`src/rtl/mmio_uart_tx.sv`:
```
// mmio_uart_tx: memory-mapped 8N1 UART transmitter with TX FIFO.
// Define MMIO_UART_IRQ_EN to build the registered TX-empty interrupt and CTRL.irq_en.
module mmio_uart_tx #(
    parameter int          FIFO_DEPTH = 8,
    parameter logic [15:0] DIV_RESET  = 16'd434
) (
    input  logic        clk,
    input  logic        rst_n,
    input  logic [31:0] m_addr,
    input  logic [31:0] m_data,
    input  logic        m_rnw,
    input  logic        m_sel,
    output logic [31:0] s_data,
    output logic        tx,
    output logic        irq
);
    localparam int AW = $clog2(FIFO_DEPTH);
    localparam logic [AW:0] FULL_CNT = FIFO_DEPTH[AW:0];

    typedef enum logic [1:0] {IDLE, START, DATA, STOP} state_t;

    state_t        state, state_n;
    logic [7:0]    mem [FIFO_DEPTH];
    logic [AW-1:0] wr_ptr, rd_ptr;
    logic [AW:0]   count;
    logic [15:0]   div, div_eff, reload, reload_n, timer, timer_n;
    logic [2:0]    bit_idx, bit_idx_n;
    logic [7:0]    shreg, shreg_n;
    logic          ovf, enable, irq_en;
    logic          wr, rd, ctrl_wr, push_req, push, pop, flush, clr_ovf;
    logic          empty, full, busy, last;
    logic          unused;

    assign wr       = m_sel & ~m_rnw;
    assign rd       = m_sel & m_rnw;
    assign ctrl_wr  = wr & (m_addr[3:2] == 2'd3);
    assign push_req = wr & (m_addr[3:2] == 2'd0);
    assign flush    = ctrl_wr & m_data[2];
    assign clr_ovf  = ctrl_wr & m_data[3];
    assign empty    = count == '0;
    assign full     = count == FULL_CNT;
    assign push     = push_req & ~full & ~flush;
    assign busy     = state != IDLE;
    assign last     = timer == '0;
    assign div_eff  = (div == '0) ? 16'd1 : div;
    assign tx       = (state == START) ? 1'b0 : (state == DATA) ? shreg[0] : 1'b1;
    assign unused   = ^{m_addr[31:4], m_addr[1:0], m_data[31:16]};

    assign s_data = !rd ? '0 :
                    (m_addr[3:2] == 2'd1) ? {16'd0, 8'(count), 4'd0, ovf, full, empty, busy} :
                    (m_addr[3:2] == 2'd2) ? {16'd0, div} :
                    (m_addr[3:2] == 2'd3) ? {30'd0, irq_en, enable} : '0;

    // The bit timer reloads from the divisor latched at frame start, so DIV writes
    // mid-frame only affect the next frame.
    always_comb begin
        state_n   = state;
        timer_n   = last ? reload - 16'd1 : timer - 16'd1;
        reload_n  = reload;
        bit_idx_n = bit_idx;
        shreg_n   = shreg;
        pop       = 1'b0;
        if (state == IDLE || (state == STOP && last)) begin
            if (enable && !empty) begin
                pop      = 1'b1;
                state_n  = START;
                timer_n  = div_eff - 16'd1;
                reload_n = div_eff;
                shreg_n  = mem[rd_ptr];
            end else if (state == STOP) begin
                state_n = IDLE;
            end
        end else if (state == START && last) begin
            state_n   = DATA;
            bit_idx_n = 3'd0;
        end else if (state == DATA && last) begin
            shreg_n   = shreg >> 1;
            bit_idx_n = bit_idx + 3'd1;
            state_n   = (bit_idx == 3'd7) ? STOP : DATA;
        end
    end

    always_ff @(posedge clk or negedge rst_n) begin
        if (!rst_n) begin
            state   <= IDLE;
            timer   <= '0;
            reload  <= '0;
            bit_idx <= '0;
            shreg   <= '0;
        end else begin
            state   <= state_n;
            timer   <= timer_n;
            reload  <= reload_n;
            bit_idx <= bit_idx_n;
            shreg   <= shreg_n;
        end
    end

    always_ff @(posedge clk or negedge rst_n) begin
        if (!rst_n) begin
            wr_ptr <= '0;
            rd_ptr <= '0;
            count  <= '0;
            ovf    <= 1'b0;
            div    <= DIV_RESET;
            enable <= 1'b0;
        end else begin
            wr_ptr <= flush ? '0 : wr_ptr + AW'(push);
            rd_ptr <= flush ? '0 : rd_ptr + AW'(pop);
            count  <= flush ? '0 : count + (AW+1)'(push) - (AW+1)'(pop);
            ovf    <= (push_req & full) | (ovf & ~clr_ovf);
            if (wr && m_addr[3:2] == 2'd2)
                div <= m_data[15:0];
            if (ctrl_wr)
                enable <= m_data[0];
        end
    end

    always_ff @(posedge clk)
        if (push)
            mem[wr_ptr] <= m_data[7:0];

`ifdef MMIO_UART_IRQ_EN
    always_ff @(posedge clk or negedge rst_n) begin
        if (!rst_n) begin
            irq_en <= 1'b0;
            irq    <= 1'b0;
        end else begin
            if (ctrl_wr)
                irq_en <= m_data[1];
            irq <= irq_en & empty & ~busy;
        end
    end
`else
    assign irq_en = 1'b0;
    assign irq    = 1'b0;
`endif
endmodule
```
`config.mk`:
```
export PLATFORM = sky130hd
export DESIGN_NAME = mmio_uart_tx
export DESIGN_NICKNAME = d
export VERILOG_FILES = /design/src/rtl/mmio_uart_tx.sv
export SDC_FILE = /design/constraint.sdc
export NUM_CORES = 1
export LEC_CHECK = 0
export ABC_CLOCK_PERIOD_IN_PS = 4200
export CAP_MARGIN = 10
export CORE_AREA = 2 2 117 119
export CTS_BUF_LIST = sky130_fd_sc_hd__clkbuf_4 sky130_fd_sc_hd__clkbuf_8 sky130_fd_sc_hd__clkbuf_16
export DETAILED_ROUTE_END_ITERATION = 10
export DIE_AREA = 0 0 119 121
export PLACE_DENSITY = 0.76
export SYNTH_ARGS = -nofsm -noshare
export SYNTH_HDL_FRONTEND = slang
export SYNTH_SLANG_ARGS = --single-unit
```
`constraint.sdc`:
```
create_clock -name clk -period 4.2 [get_ports clk]
set_input_delay 0.84 -clock clk [delete_from_list [all_inputs] [get_ports clk]]
set_output_delay 0.84 -clock clk [all_outputs]
set_load 0.02 [all_outputs]
```
Yosys cells after proc, flatten, opt, wreduce, memory -nomap -nowiden
Memories as Yosys holds them, arrays and structs flattened.
Cells that the tools add are included.

storage, ports and cells
  memory bits (writable) = 64
  input port bits = 68
  register bits = 73
  word-level logic and storage cells = 96
  memories = 1

operators by class
  reduce and logical (&&, ||, !) cells = 20
  mux-type cells = 29
  add/sub/neg operators = 8
  equal/unequal tests = 11
  bitwise gates (word level) = 16

memories
  memory  words  bits a word  rd ports  clocked after memory_dff  write ports  RTL line  RTL
  mem     8      8            1         0                         1            23        logic [7:0] mem [FIFO_DEPTH];

operators by type and width
  operator                                                                 number
  16-bit 2-to-1 mux                                                        7
  16-bit by 1-bit subtractor with 16-bit output, second input constant     3
  16-bit logical NOT                                                       2
  8-bit 2-to-1 mux                                                         4
  3-bit 2-to-1 mux                                                         4
  1-bit bitwise AND                                                        10
  2-bit 2-to-1 mux                                                         5
  2-bit == test, second input constant                                     4
  1-bit 2-to-1 mux                                                         8
  3-bit by 1-bit adder with 3-bit output                                   2
  2-bit AND reduction                                                      3
  2-bit nonzero test                                                       3
  1-bit logical AND                                                        5
  1-bit NOT                                                                5
  4-bit by 1-bit adder with 4-bit output                                   1
  2-bit by 1-bit == test with 1-bit output, second input constant          2
  4-bit == test, second input constant                                     1
  2-bit logical NOT                                                        2
  4-bit logical NOT                                                        1
  4-bit 2-to-1 mux                                                         1
  4-bit by 1-bit subtractor with 4-bit output                              1
  3-bit by 1-bit adder with 3-bit output, second input constant            1
  3-bit == test, second input constant                                     1
  3-bit by 2-bit inequality test with 1-bit output, second input constant  1
  7 further kinds                                                          7

Longest topological paths before layout
  depth after elaboration = 9
  gate-level depth with buffers = 14
  gate-level depth less buffers = 13

Least setup slack after synthesis
Ideal clock, no wire load.

  path kind = reg-to-reg
  from = register timer[7]
  to = register count[1]
  setup slack = 1,002 ps
  period minus slack after synthesis = 3,198 ps
  stages on the path, launching flop included = 12
  buffers on the path = 1
  data arrival time = 3,079 ps
  setup time = 119 ps
  path through = dfrtp_1 -> or4_4 -> or4_4 -> o22ai_2 -> nand2_2 -> inv_2 -> buf_4 -> ha_1 -> inv_1 -> ha_1 -> fa_1 -> and2_1

on the way
  longest elaborated chain between the ends = 6

ends and longest elaborated chain
  what                                         RTL line  RTL
  start: declaration                           26        logic [15:0] div, div_eff, reload, reload_n, timer, timer_n;
  start signal: assignment                     92        timer <= timer_n;
  16-bit logical NOT                           44        assign last = timer == '0;
  1-bit logical AND                            63        if (state == IDLE || (state == STOP && last)) begin
  1-bit logical OR                             63
  1-bit 2-to-1 mux                             63
  named net pop                                30        logic wr, rd, ctrl_wr, push_req, push, pop, flush, clr_ovf;
  4-bit by 1-bit subtractor with 4-bit output  110       count <= flush ? '0 : count + (AW+1)'(push) - (AW+1)'(pop);
  4-bit 2-to-1 mux                             110
  end signal: assignment                       110
  end: declaration                             25        logic [AW:0] count;

The timed path passes the listed nets, and every way through them passes these cells.
A chain may end at the register's enable or synchronous reset.

Worst setup path after layout
  from = input m_addr[3]
  to = output s_data[6]

on the way
  longest elaborated chain between the ends = 4

ends and longest elaborated chain
  what                 RTL line  RTL
  start: declaration   9         input logic [31:0] m_addr,
  2-bit == test        51        (m_addr[3:2] == 2'd2) ? {16'd0, div} :
  16-bit 2-to-1 mux    51
  16-bit 2-to-1 mux *  50        (m_addr[3:2] == 2'd1) ? {16'd0, 8'(count), 4'd0, ovf, full, empty, busy} :
  16-bit 2-to-1 mux *  49        assign s_data = !rd ? '0 :
  end: declaration     13        output logic [31:0] s_data,

Mark *: on every way between the ends. The rest lies on a longest branch, timed or not.

==> results_dict.tcl <==
set metrics [dict create \
    result_of_the_run "complete, no violations" \
    drive_gt1_frac 0.201 \
    synthesis.area_um2 7040 \
    routed_via_density 6.18 \
    post_drt_wl_per_cell_um 19.9 \
    most_instantiated_library_cell_after_synthesis "sky130_fd_sc_hd__dfrtp_1" \
    synth_sequential_area_ratio 0.533 \
    post_synth_edffs 64 \
    top_level_ports 102 \
    ir_worst_vdd_v 0.000382 \
    p_seq_frac 0.410 \
    finClkSkew_ns 0.00749 \
    timing_worst_slew_pin_value_ns 1.06 \
    number_of_antenna_violations_at_the_first_check_in_global_routing 0 \
    cts.root.buffer_cell "sky130_fd_sc_hd__clkbuf_16" \
    synth.ff_latch_count 137 \
    series_of_cell_instances_along_the_critical_path "clkdlybuf4s50_1, nor2b_1, nor2b_1, and2_1, clkdlybuf4s50_1" \
    htree_num_levels 4 \
    postSynth.asyncResetShare 0.533 \
    cts_tree "done" \
    die_height_um 121 \
    cts_sinks 137 \
    cp_slowest_cell "sky130_fd_sc_hd__clkdlybuf4s50_1" \
    gr-total-overflow 0 \
    period_share 0.882 \
    clock_power_share 0.300 \
    post-route-cell-area_um2 8160 \
    max_stage_delay_ns 0.61 \
    synthCells 573 \
    maxSlewHeadroom 0.285 \
    clock_path_buffers 2 \
    grt_max_degree 74 \
    finalMaxSlewViolations 0 \
    drc_errors 0 \
    cts_resized 0 \
    first_pass_iteration_count_of_the_detailed_router 6 \
    grt_first_pass_wirelength_um 25700 \
    setup_total_negative_slack_ns 0 \
    synthTopCellsByArea "sky130_fd_sc_hd__edfxtp_1, sky130_fd_sc_hd__dfrtp_1, sky130_fd_sc_hd__mux2_2" \
    drtIter0Drc 540 \
    layout-area-overhead-vs-synth_pct 15.8 \
    critical_path.startpoint_type "input pin" \
    timing.final.hold_violations 0 \
    rsz0062_at_grt "false" \
    synth_compound_gate_area_share 0.114 \
    placed_instances 767 \
    first_global_vias 4795 \
    hold_class "register to register" \
    cts.repair_timing.setup_buffer_count 0 \
    avg_synthesized_cell_area_um2 12.3 \
    cts_hold_buffers 0 \
    synth_top_area_share 0.273 \
    synth_top_family_by_area "multiplexers" \
    setup-violations-final 0 \
    postPlaceCellArea_um2 7530 \
    worst_hold_path.num_cells 2 \
    combinationalPowerShare 0.290 \
    power_density_nw_per_um2 641 \
    cellInternalPower_mw 3.43 \
    track_usage 0.232 \
    kind_of_capture_point_of_the_worst_setup_path "output pin" \
    gp_congestion 0.885 \
    yosys_warnings 0 \
    synthSimpleGateAreaFrac 0.128 \
    synth_top_flop_cell "sky130_fd_sc_hd__dfrtp_1" \
    swShare 0.345 \
    timing.fmax_mhz 270 \
    ant_nets 0 \
    yosysTopAreaCell "sky130_fd_sc_hd__edfxtp_1" \
    final_period_minus_worst_setup_slack_ns 3.70 \
    fp.dieW_um 119 \
    dr_total_vias 4936 \
    net-switching-power_mw 1.81 \
    p_leak_nw 2.99 \
    max_cap_viols 0 \
    library_cells_used_by_synthesis 69 \
    dp_hpwl_um 10700 \
    num_rows 42 \
    worstPathArrival_ns 2.86 \
    final-instance-count-excl-fill 799 \
    net_count_reported_at_finish 693 \
    rr_worst_depth 10 \
    io_buffer_count 38 \
    area_of_the_die_um2 14400 \
    worst_ep_required_time_ns 3.36 \
    synth_xor_xnor_area_share 0.0174 \
    worst-setup-path-type "input pin to output pin" \
    clock_insertion_delay_worst_skew_ns 0.43 \
    leading_cell_types_by_count_after_synthesis "sky130_fd_sc_hd__dfrtp_1, sky130_fd_sc_hd__edfxtp_1, sky130_fd_sc_hd__nor2_1" \
    synthAdderAreaFrac 0.0277 \
    fraction_of_synthesized_area_in_multiplexers 0.134 \
    wl_um 15900 \
    tritoncts_buffers 17 \
    core_area_um2 13100 \
    count_of_inserted_antenna_diode_cells 0 \
    path_max_fanout 8 \
    clkTransAtPathRegs_ns 0.06 \
    initial_utilization 0.538 \
]
[cell type report]
class / instances / area (um^2)
flip-flops and latches: 137 / 3750
clock buffers: 18 / 439
multi-input cells: 391 / 3040
fillers: 965 / 4930
inverters: 12 / 45.0
well taps: 176 / 220
repair buffers: 51 / 475
clock inverters: 14 / 185
[placed cells by master (no fill, tap or decap), types with 4 or more instances in the layout]
master / Yosys / final
sky130_fd_sc_hd__inv_1: 11 / 11
sky130_fd_sc_hd__nor2_1: 38 / 38
sky130_fd_sc_hd__o31ai_1: 11 / 11
sky130_fd_sc_hd__o211ai_1: 5 / 5
sky130_fd_sc_hd__dfrtp_1: 68 / 68
sky130_fd_sc_hd__a22oi_1: 7 / 7
sky130_fd_sc_hd__o31a_1: 9 / 9
sky130_fd_sc_hd__inv_6: 0 / 4
sky130_fd_sc_hd__edfxtp_1: 64 / 64
sky130_fd_sc_hd__xnor2_1: 11 / 11
sky130_fd_sc_hd__mux4_2: 16 / 16
sky130_fd_sc_hd__a31oi_1: 15 / 15
sky130_fd_sc_hd__mux2i_1: 12 / 12
sky130_fd_sc_hd__nor4b_1: 4 / 4
sky130_fd_sc_hd__nor3_1: 20 / 19
sky130_fd_sc_hd__clkdlybuf4s50_1: 0 / 37
sky130_fd_sc_hd__a21oi_1: 10 / 10
sky130_fd_sc_hd__and2_1: 16 / 16
sky130_fd_sc_hd__buf_4: 19 / 14
sky130_fd_sc_hd__o21a_1: 4 / 4
sky130_fd_sc_hd__mux2_4: 7 / 7
sky130_fd_sc_hd__nor4_1: 12 / 12
sky130_fd_sc_hd__or3_1: 6 / 6
sky130_fd_sc_hd__or4_1: 7 / 7
sky130_fd_sc_hd__mux2_2: 32 / 32
sky130_fd_sc_hd__conb_1: 1 / 17
sky130_fd_sc_hd__nand2_1: 25 / 25
sky130_fd_sc_hd__o21ai_0: 23 / 23
sky130_fd_sc_hd__clkbuf_16: 0 / 17
sky130_fd_sc_hd__nand3_1: 15 / 15
sky130_fd_sc_hd__ha_1: 14 / 14
sky130_fd_sc_hd__dfstp_2: 5 / 5
[cell families (layout without fill, tap and decap cells)]
family / Yosys count / count (layout)
AOI/OAI and AO/OA: 111 / 111
adders and majority gates: 15 / 15
xor gates and xnor gates: 14 / 14
other: 1 / 17
and+or+nand+nor: 167 / 167
buffers and inverters: 61 / 95
DFF: 137 / 137
muxes: 67 / 67
[final timing paths]
kind / from / end / slack [ns]
max in group asynchronous: rst_n / div[13] / 3.03
setup reg to reg: timer[7] / count[1] / 0.59
hold / removal: shreg[4] / shreg[4] / 0.49
min in group asynchronous: rst_n / shreg[5] / 0.54
setup / recovery: m_addr[3] / s_data[6] / 0.50
hold reg to reg: shreg[4] / shreg[4] / 0.49
[per-stage QoR]
stage	worst slack [ns]	power, mW	util	hold WS [ns]
global route	0.394	5.49	0.624	0.531
detailed placement	0.489	3.65	0.576	0.478
global placement	0.538	3.57	0.576	0.460
CTS	0.487	5.23	0.624	0.495
floorplan	1.00	3.24	-	0.448
finish	0.497	5.23	0.624	0.491
[worst max-delay path, delay by kind of cell]
family	cells	cell delay, ns
buf+inv	2	1.20
simple gates	3	0.83
[power groups by stage]
stage / combinational [mW] / clock [mW] / sequential [mW]
floorplan: 1.32 / 0 / 1.91
finish: 1.52 / 1.57 / 2.15
CTS: 1.51 / 1.59 / 2.14
global placement: 1.43 / 0 / 2.13
global route: 1.65 / 1.64 / 2.20
detailed placement: 1.49 / 0 / 2.16
[routing by layer]
| layer | wire, um | GRT usage | vias to the layer above |
|---|---|---|---|
| met1 | 7130 | 0.321 | 2475 |
| met5 | 0 | 0 | - |
| met2 | 7500 | 0.362 | 196 |
| li1 | - | - | 2234 |
| met3 | 935 | 0.0479 | 31 |
| met4 | 305 | 0.0908 | 0 |
[state kept, by name, indices dropped and copies added (netlist names)]
name	flops
mem	64
div	16
reload	16
timer	16
shreg	8
count	4
bit_idx	3
rd_ptr	3
wr_ptr	3
state	2
enable	1
ovf	1
Note: power is estimated with default switching activity, not from simulation.
